==> src/rtl/fetch_unit.sv <==
// Instruction-fetch stage: owns the fetch PC, keeps one imem request outstanding at most,
// and buffers returned words in a 2-entry prefetch queue that feeds the IF/ID register.

module fetch_unit_chk (
  input logic       clk,
  input logic       rst,
  input logic       push,
  input logic [1:0] count
);

  // the space rule keeps a pushed word from ever landing on a full queue
  a_no_push_on_full: assert property (@(posedge clk) disable iff (rst) push |-> (count != 2'd2));
  a_count_range:     assert property (@(posedge clk) disable iff (rst) count <= 2'd2);

endmodule

module fetch_unit #(
  parameter logic [31:0] RESET_PC = 32'h0000_0000
) (
  input  logic        clk,
  input  logic        rst,
  output logic        imem_req,
  output logic [31:0] imem_addr,
  input  logic        imem_ack,
  input  logic [31:0] imem_rdata,
  input  logic        stall,
  input  logic        redirect,
  input  logic [31:0] redirect_pc,
  output logic [31:0] ins_out,
  output logic [31:0] pc_out,
  output logic        valid_out
);

  typedef enum logic [1:0] {
    ST_IDLE = 2'd0,
    ST_WAIT = 2'd1,
    ST_DROP = 2'd2
  } state_t;

  state_t      state_r, state_n_s;
  logic [31:0] fetch_pc_r, fetch_pc_n_s;
  logic        req_r, req_n_s;
  logic [31:0] addr_r, addr_n_s;
  logic [1:0]  count_r, count_n_s;
  logic [31:0] q0_pc_r, q0_ins_r, q1_pc_r, q1_ins_r;
  logic [31:0] q0_pc_n_s, q0_ins_n_s, q1_pc_n_s, q1_ins_n_s;
  logic        pop_s, push_s, wr0_s, wr1_s;
  logic [1:0]  count_pop_s, count_after_s;

  function automatic logic [31:0] next_word_addr(input logic [31:0] addr);
    return addr + 32'd4;
  endfunction

  assign valid_out     = (count_r != 2'd0);
  assign pop_s         = valid_out && !stall && !redirect;
  assign push_s        = (state_r == ST_WAIT) && imem_ack && !redirect;
  assign count_pop_s   = count_r - {1'b0, pop_s};
  assign count_after_s = count_pop_s + {1'b0, push_s};

  assign imem_req  = req_r;
  assign imem_addr = addr_r;
  assign ins_out   = valid_out ? q0_ins_r : 32'd0;
  assign pc_out    = valid_out ? q0_pc_r  : 32'd0;

  // slot 0 is always the head; a push lands in the first slot free after this cycle's pop
  assign wr0_s      = push_s && (count_pop_s == 2'd0);
  assign wr1_s      = push_s && (count_pop_s != 2'd0);
  assign q0_pc_n_s  = wr0_s ? addr_r     : (pop_s ? q1_pc_r  : q0_pc_r);
  assign q0_ins_n_s = wr0_s ? imem_rdata : (pop_s ? q1_ins_r : q0_ins_r);
  assign q1_pc_n_s  = wr1_s ? addr_r     : q1_pc_r;
  assign q1_ins_n_s = wr1_s ? imem_rdata : q1_ins_r;
  assign count_n_s  = redirect ? 2'd0 : count_after_s;

  // next state, fetch PC and request decode
  always_comb begin
    state_n_s    = state_r;
    fetch_pc_n_s = fetch_pc_r;
    req_n_s      = req_r;
    addr_n_s     = addr_r;
    case (state_r)
      ST_IDLE: begin
        if (redirect) begin
          fetch_pc_n_s = redirect_pc;
          req_n_s      = 1'b0;
        end else if (count_pop_s < 2'd2) begin
          state_n_s = ST_WAIT;
          req_n_s   = 1'b1;
          addr_n_s  = fetch_pc_r;
        end else begin
          req_n_s = 1'b0;
        end
      end
      ST_WAIT: begin
        if (imem_ack && redirect) begin
          fetch_pc_n_s = redirect_pc;
          state_n_s    = ST_IDLE;
          req_n_s      = 1'b0;
        end else if (imem_ack) begin
          fetch_pc_n_s = next_word_addr(addr_r);
          if (count_after_s < 2'd2) begin
            addr_n_s = next_word_addr(addr_r);
          end else begin
            state_n_s = ST_IDLE;
            req_n_s   = 1'b0;
          end
        end else if (redirect) begin
          // the request cannot be retracted, so its late response must be swallowed
          fetch_pc_n_s = redirect_pc;
          state_n_s    = ST_DROP;
        end else begin
          req_n_s = 1'b1;
        end
      end
      ST_DROP: begin
        if (redirect) begin
          fetch_pc_n_s = redirect_pc;
        end else begin
          fetch_pc_n_s = fetch_pc_r;
        end
        if (imem_ack) begin
          state_n_s = ST_IDLE;
          req_n_s   = 1'b0;
        end else begin
          req_n_s = 1'b1;
        end
      end
      default: begin
        state_n_s = ST_IDLE;
        req_n_s   = 1'b0;
      end
    endcase
  end

  // state, request and queue registers
  always_ff @(posedge clk or posedge rst) begin
    if (rst) begin
      state_r    <= ST_IDLE;
      fetch_pc_r <= RESET_PC;
      req_r      <= 1'b0;
      addr_r     <= 32'd0;
      count_r    <= 2'd0;
      q0_pc_r    <= 32'd0;
      q0_ins_r   <= 32'd0;
      q1_pc_r    <= 32'd0;
      q1_ins_r   <= 32'd0;
    end else begin
      state_r    <= state_n_s;
      fetch_pc_r <= fetch_pc_n_s;
      req_r      <= req_n_s;
      addr_r     <= addr_n_s;
      count_r    <= count_n_s;
      q0_pc_r    <= q0_pc_n_s;
      q0_ins_r   <= q0_ins_n_s;
      q1_pc_r    <= q1_pc_n_s;
      q1_ins_r   <= q1_ins_n_s;
    end
  end

  fetch_unit_chk u_chk (
    .clk   (clk),
    .rst   (rst),
    .push  (push_s),
    .count (count_r)
  );

endmodule

==> config.mk <==
export PLATFORM = sky130hd
export DESIGN_NAME = fetch_unit
export DESIGN_NICKNAME = d
export VERILOG_FILES = /design/src/rtl/fetch_unit.sv
export SDC_FILE = /design/constraint.sdc
export NUM_CORES = 1
export LEC_CHECK = 0
export ABC_AREA = 1
export BUFFER_PORTS_ARGS = -buffer_cell sky130_fd_sc_hd__buf_2
export CORE_ASPECT_RATIO = 1.75
export CORE_MARGIN = 2
export CORE_UTILIZATION = 57
export DETAILED_ROUTE_END_ITERATION = 16
export MAX_ROUTING_LAYER = met4
export PLACE_DENSITY_LB_ADDON = 0.2
export REMOVE_ABC_BUFFERS = 1
export SKIP_CTS_REPAIR_TIMING = 1
export SLEW_MARGIN = 10
export SYNTH_ARGS = -nofsm -noshare
export SYNTH_HDL_FRONTEND = slang
export SYNTH_SLANG_ARGS = --single-unit
==> constraint.sdc <==
create_clock -name clk -period 8 [get_ports clk]
set_input_delay 0.4 -clock clk [delete_from_list [all_inputs] [get_ports clk]]
set_output_delay 0.4 -clock clk [all_outputs]
set_load 0.1 [all_outputs]
# Yosys cells after proc, flatten, opt, wreduce, memory -nomap -nowiden

Index checks and enable logic that the tools add are counted.
W data, S select, Z words.

Add/sub/neg operators: 3
$lt $le $gt $ge: 2
Equality and inequality tests: 11
Muxes and demuxes: 33
Reduce and logical (&&, ||, !) cells: 20

Operators by type and width:

| operator                | count |
|---|---|
| $mux W32                | 14 |
| $pmux W32 S2            | 2 |
| $add A32 B3 Y32 const B | 1 |
| $mux W2                 | 8 |
| $ne A2 B2 Y1 const B    | 5 |
| $reduce_bool A2 Y1      | 5 |
| $ne A4 B3 Y1 const B    | 2 |
| $logic_and A1 B1 Y1     | 7 |
| $mux W1                 | 7 |
| $pmux W2 S3             | 1 |
| $reduce_and A6 Y1       | 1 |
| $reduce_and A5 Y1       | 1 |
| $logic_not A2 Y1        | 2 |
| $lt A2 B2 Y1 const B    | 2 |
| $ne A4 B4 Y1 const B    | 1 |
| $pmux W1 S3             | 1 |
| $add A2 B1 Y2           | 1 |
| $eq A2 B1 Y1 const B    | 1 |
| $eq A2 B2 Y1 const B    | 1 |
| $logic_not A1 Y1        | 2 |
| $ne A2 B1 Y1 const B    | 1 |
| $reduce_and A2 Y1       | 1 |
| $reduce_or A2 Y1        | 1 |
| $sub A2 B1 Y2           | 1 |

Register bits after elaboration: 197
Bits of input ports: 69
Output and inout port bits: 98
Logic and storage cells: 78

# Depth between registers and ports, before layout

Gate-level depths: netlist (run 1).

Depth after elaboration: 10
Depth in mapped cells: 18
Depth with buffers taken out: 16

# Worst setup path after synthesis (run 1)

No wires, ideal clock.

Kind: register to register
Start: reg count_r[1]
End: reg addr_r[2], in the netlist imem_addr[2]
Library setup time: 82 ps
Arrival time: 2,779 ps
Data required time: 7,918 ps
Slack: 5,139 ps
Stages on the path, launching flop included: 16
Path buffers: 2
Clock period less this slack: 2,861 ps
Cells stage by stage: dfrtp_1 nor2_1 inv_1 nand2_1 inv_1 clkbuf_1 ha_1 inv_1 ha_1 nand3_1 nand2_1 nand2_2 nand2_2 buf_2 nor2_1 a31oi_1

Word-level cells in the longest chain between the ends: 8
Elaborated cells on any way between the ends: 10
Classes of those cells: add/sub (2); order compare (2); eq/ne (2); reduce/logical (4)

RTL lines:

| item                                  | line | text |
|---|---|---|
| from (decl)                           | 44   | `logic [1:0] count_r, count_n_s;` |
| from (signal assigned)                | 151  | `count_r <= count_n_s;` |
| $reduce_bool A2 Y1 (*)                | 54   | `assign valid_out = (count_r != 2'd0);` |
| net valid_out                         | 31   | `output logic valid_out` |
| $logic_and A1 B1 Y1 (*) (2 in series) | 55   | `assign pop_s = valid_out && !stall && !redirect;` |
| $sub A2 B1 Y2 (*)                     | 57   | `assign count_pop_s = count_r - {1'b0, pop_s};` |
| $add A2 B1 Y2                         | 58   | `assign count_after_s = count_pop_s + {1'b0, push_s};` |
| $lt A2 B2 Y1                          | 100  | `if (count_after_s < 2'd2) begin` |
| $ne A2 B1 Y1 (no line)                | -    |  |
| $reduce_and A6 Y1 (no line) (*)       | -    |  |
| to (signal assigned)                  | 150  | `addr_r <= addr_n_s;` |
| to (decl)                             | 43   | `logic [31:0] addr_r, addr_n_s;` |

The timed path passes the listed nets; every way through them passes the cells marked *.
A chain may end at the register's enable or synchronous reset.

# Worst setup path in the final report (run 1)

Start: reg count_r[1]
End: reg addr_r[15], in the netlist imem_addr[15]

Word-level cells in the longest chain between the ends: 8
Elaborated cells on any way between the ends: 10
Classes of those cells: add/sub (2); order compare (2); eq/ne (2); reduce/logical (4)

RTL lines:

| item                              | line |
|---|---|
| $reduce_bool A2 Y1                | 54 |
| $logic_and A1 B1 Y1 (2 in series) | 55 |
| $sub A2 B1 Y2 (*)                 | 57 |
| $add A2 B1 Y2                     | 58 |
| $lt A2 B2 Y1                      | 100 |
| $ne A2 B1 Y1 (no line)            | - |
| $reduce_and A6 Y1 (no line) (*)   | - |

Every way passes the cells marked *; elsewhere a longest branch is shown, timed or not.

==> results of run 1 <==
==> synthesized netlist by cell type (4+ instances only) <==
cell | n | area [sq um]
a21oi_1 | 31 | 155
a31oi_1 | 5 | 31.3
buf_1 | 4 | 15.0
buf_2 | 41 | 205
buf_4 | 4 | 30.0
clkbuf_1 | 22 | 82.6
dfrtp_1 | 197 | 4930
inv_1 | 199 | 747
nand2_1 | 228 | 856
nand3_1 | 112 | 561
nor2_1 | 200 | 751
nor3_1 | 20 | 100
o211ai_1 | 10 | 75.1
o21ai_0 | 85 | 425
o21ai_1 | 12 | 60.1
o221ai_1 | 65 | 569
o22ai_1 | 23 | 144
xor2_1 | 10 | 87.6
==> report_power, final <==
part           switching (mW)  total [mW]  internal (mW)
Clock                   0.432       0.858          0.426
Sequential              0.303        1.76           1.45
Combinational            2.07        2.63          0.560
==> state kept, by name (all words and copies together), names as in the netlist <==
name,flops
imem_req,1
q1_ins_r,32
q0_ins_r,32
state_r,2
imem_addr,32
q1_pc_r,32
count_r,2
q0_pc_r,32
fetch_pc_r,32
==> path summary, 6_finish.rpt <==
kind	slack [ns]	to	startpoint	cells past startpoint
max	3.53	imem_addr[15]	count_r[1]	14
min	0.16	q0_ins_r[11]	rst	2
max reg2reg	3.53	imem_addr[15]	count_r[1]	14
min reg2reg	0.49	q1_pc_r[30]	q1_pc_r[30]	2
max in group asynchronous	6.38	q1_pc_r[31]	rst	3
min in group clk	0.22	fetch_pc_r[4]	redirect_pc[4]	3
==> worst max-delay path, stage by stage (launching register included) <==
cell and delay [ns]:
dfrtp_1 0.41, nor2_4 0.10, buf_4 0.54, inv_1 0.12, nand2_1 0.14, inv_2 0.40, ha_1 0.41, inv_1 0.05
nand2_1 0.06, nand2_1 0.20, nand3_1 0.53, nand2_2 0.80, inv_2 0.27, nor2_1 0.16, a21oi_1 0.08
==> layer usage <==
| layer | vias up | part of all wire [%] | global-route usage (%) | wire length, um |
|---|---|---|---|---|
| met5 | - | 0 | - | 0 |
| met4 | 0 | 4.1 | 13.7 | 1080 |
| li1 | 4416 | - | - | - |
| met1 | 4391 | 41 | 37.9 | 10700 |
| met3 | 79 | 5.1 | 3.16 | 1350 |
| met2 | 307 | 50 | 48.3 | 13100 |
==> cells by family (layout without fill, tap and decap cells) <==
group | after synthesis | in the layout | synth area share (%)
simple gates | 568 | 568 | 23.4
xor+xnor | 11 | 11 | 0.966
fa+ha+maj | 3 | 3 | 0.376
compound gates | 234 | 234 | 14.9
buf+inv | 273 | 405 | 10.9
flops | 197 | 197 | 49.4
==> metrics by stage <==
step | setup TNS (ns) | hold WS (ns) | instances | utilization [%] | total power [mW]
global route | 0 | 0.231 | 1649 | 66.2 | 5.57
CTS | 0 | 0.212 | 1649 | 66.2 | 5.24
global placement | 0 | 0.467 | 1617 | 62.7 | 4.30
finish | 0 | 0.157 | 1649 | 66.2 | 5.24
detailed placement | 0 | 0.474 | 1617 | 62.7 | 4.37
floorplan | -117.53 | 0.454 | 1215 | - | 3.78
==> area by class of cell <==
cell class	count	area [sq um]
Fill cell	1553	5840
Sequential cell	197	4930
Tap cell	231	289
Clock buffer	18	429
Clock inverter	14	185
Inverter	202	766
Multi-Input combinational cell	816	3990
Timing Repair Buffer	171	872
==> summary.txt, run 1 <==
Ys flop type: dfrtp_1
DP Wirelength: 17.3 mm
# DRC: 0
Core area: 17300 sq um
Tcrit/Tclk final: 55.9%
Post-synthesis register bit count: 197
Status: finished, final reports clean
Width of the chip: 104 um
CTS tree: done
RSZ-0062 raised after global routing: no
Power per cell area: 457 nW/um^2
Area growth syn-to-layout: 14.8%
Worst-margin pin slew: 1.19 ns
Register area share after synthesis: 49.4%
Post-route setup slack: 3.53 ns
Leakage: 5.86 nW
FMAX: 0.224 GHz
Die H: 179 um
Antenna-violating nets left: 0
Max-cap violations: 0
Element type at the critical path end: register
Mapped Area: 9980 sq um
Clock Latency Late Sink: 0.44 ns
Min Tclk post-route: 4.47 ns
Critical path peak fanout: 65
Final antenna diode count: 0
IO Pins: 167
Largest net degree at the start of global routing: 133
Critical Path RT: 8.31 ns
Syn Inst Count: 1286
IR drop worst, VDD: 0.000363 V
Nets: 1477
Final instance area: 11500 sq um
Vias/cell: 5.57
1st-iter DRT viols: 583
H-tree Lvls: 4
Share of cells above drive strength 1: 15.4%
CTS Root Cell: clkbuf_16
Routed len/inst: 15.9 um
Hold Path Class: input pin to async pin
Worst-path clk slew: 0.08 ns
Clock sink count: 197
WS Path Type: register to register
Final GP Congestion: 0.941
Vias in the first global route: 8695
Std-Cell Rows: 64
Final clock skew: 0.0192 ns
Post-DP Area: 10800 sq um
Setup violations, final: 0
First-pass GRT wire length: 43.1 mm
Pre-antenna DRT Iters: 8
Startpoint class of the critical path: register
Worst slack, placed: 3.54 ns
WL final: 26.2 mm
Vias after detailed routing: 9193
CTS Buf Count: 17
Commonest non-fill, non-tap cells in the layout: 226 x nand2_1, 199 x nor2_1, 197 x inv_1, 197 x dfrtp_1, 166 x buf_2
Commonest non-fill, non-tap cell in the layout: nand2_1
Total die area: 18600 sq um
Initial core utilization: 57.7%
GR Overflow Total: 0
Clock Path Buffers: 2
Max transition margin: 20.7%
EDFF count, synth: 0
Initial antenna violation count: 0
GRT Overall Usage: 29.7%
Hold Violations, Final: 0
Unique masters post-synth: 28
Mean Syn Cell Area: 7.76 sq um
YS warnings: 0
Slew Viols, Final: 0
IO Port Bufs: 166
Ys async rst share: 100%
Worst EP arrival: 4.78 ns
(Power assumes the default switching activity.)
==> inputs of run 2 (changes only) <==
CORE_UTILIZATION = 51   (was 57)
clock period = 3.7 ns   (was 8 ns; I/O delays follow)
==> summary.txt, run 2 (same netlist as run 1, synthesis figures left out) <==
Status: finished, violations left
Failing checks: hold timing
First-pass GRT wire length: 43.0 mm
R2R cell count: 15
Antenna-violating nets left: 0
Post-DP Area: 10900 sq um
Commonest non-fill, non-tap cells in the layout: 226 x nand2_1, 199 x nor2_1, 197 x inv_1, 197 x dfrtp_1, 166 x buf_2
CP max stage delay: 0.42 ns
Hold Path Class: input pin to async pin
Hold Violations, Final: 119
Vias/cell: 5.42
Initial core utilization: 52.0%
Critical Path RT: 4.05 ns
Total negative slack: 0 ns
Slew Viols, Final: 0
RSZ-0062 raised after global routing: no
Start point of the critical path: count_r[1]
Final instance area: 11600 sq um
Vias in the first global route: 8596
Worst flop-to-flop path endpoint: imem_addr[7]
Power per cell area: 985 nW/um^2
Max transition margin: 39.9%
Worst slack, placed: 1.01 ns
H-tree Lvls: 4
Die H: 189 um
Setup violations, final: 0
Total die area: 20700 sq um
Min Tclk post-route: 2.77 ns
Crit path to: imem_addr[7]
CTS tree: done
CTS Buf Count: 17
Core area: 19200 sq um
CP top delay family: simple AND/OR/NAND/NOR gates
Startpoint class of the critical path: register
Worst-path clk slew: 0.07 ns
Final antenna diode count: 0
Commonest non-fill, non-tap cell in the layout: nand2_1
Nets: 1487
1st-iter DRT viols: 593
Routed len/inst: 15.9 um
Final clock skew: 0.00945 ns
Element type at the critical path end: register
Initial antenna violation count: 0
Crit-path cells: nor2_4, inv_1, nand2_1, inv_2, ha_1, inv_1, ha_1, inv_1, nand2_1, nand2_1, nand2_2, nand2_2, buf_4, o21ai_0, o22ai_1
Largest net degree at the start of global routing: 129
Crit. path cell count: 15
Leakage: 5.92 nW
Worst-margin pin slew: 0.899 ns
CTS Root Cell: clkbuf_16
Final Hold Slack: -0.0444 ns
Worst EP arrival: 3.12 ns
Final GP Congestion: 0.888
Total Power: 11.4 mW
Std-Cell Rows: 67
Tcrit/Tclk final: 74.8%
Reg-to-Reg Start: count_r[1]
Util after Layout: 60.3%
Critical path's slowest cell: dfrtp_1
Area growth syn-to-layout: 16.1%
# DRC: 0
GRT Overall Usage: 27.2%
GR Overflow Total: 0
Vias after detailed routing: 9035
Worst R2R Setup Slack: 0.93 ns
IO Pins: 167
Critical path peak fanout: 20
Worst path buffer plus inverter count: 5
Clock Path Buffers: 2
FMAX: 0.362 GHz
Post-route setup slack: 0.934 ns
IO Port Bufs: 166
IR drop worst, VDD: 0.000824 V
WL final: 26.6 mm
Clock sink count: 197
Filler cell count: 1814
Width of the chip: 110 um
WS Path Type: register to register
DP Wirelength: 17.9 mm
Clock Latency Late Sink: 0.44 ns
Pre-antenna DRT Iters: 5
Max-cap violations: 0
Share of cells above drive strength 1: 15.8%
-- run 2: cell types whose count changed in the layout (fill, tap and decap cells not counted) --
cell,delta
clkinv_4,+1
bufinv_16,+4
buf_6,-1
buf_12,+2
buf_16,+1
clkinv_2,+3
inv_8,-1
inv_6,-4
clkbuf_8,+1
clkinv_8,-8
clkbuf_1,+3
buf_4,+8
-- run 2: final cells by class --
| type | count | area [sq um] | share of cell area, % |
|---|---|---|---|
| timing repair buffer | 181 | 988 | 8.54 |
| clock buffer | 22 | 454 | 3.92 |
| clock inverter | 9 | 153 | 1.32 |
| sequential | 197 | 4930 | 42.6 |
| tap | 241 | 302 | 2.60 |
| inverter | 202 | 766 | 6.61 |
| multi-input combinational | 816 | 3990 | 34.4 |
-- run 2: metrics by stage --
step	std cells	hold WS (ns)
after floorplan	1215	0.250
after global placement	1636	0.433
final	1668	-0.0444
after CTS	1667	-0.0179
after global routing	1668	0.0113
after detailed placement	1636	0.445
-- run 2: worst min-delay path by stage --
stage	from	to	slack [ns]	cells after the start
CTS	rst	q1_pc_r[20]	-0.02	2
finish	rst	q1_ins_r[19]	-0.04	2
detailed placement	rst	q0_ins_r[29]	0.44	2
floorplan	redirect	count_r[0]	0.25	1
global placement	redirect_pc[5]	fetch_pc_r[5]	0.43	3
global route	redirect_pc[1]	fetch_pc_r[1]	0.01	3
-- run 2: per-layer routing --
layer  GRT usage (%)  up-vias  part of all wire [%]
li1                -     4441                     -
met4            8.57        0                   2.3
met5               -        -                     0
met2            45.3      241                    52
met1            34.0     4315                    43
met3            3.79       38                   3.6
-- run 2: where the power goes --
group | internal [mW] | switching (mW)
Sequential | 3.15 | 0.636
Combinational | 1.24 | 4.43
Clock | 1.15 | 0.805
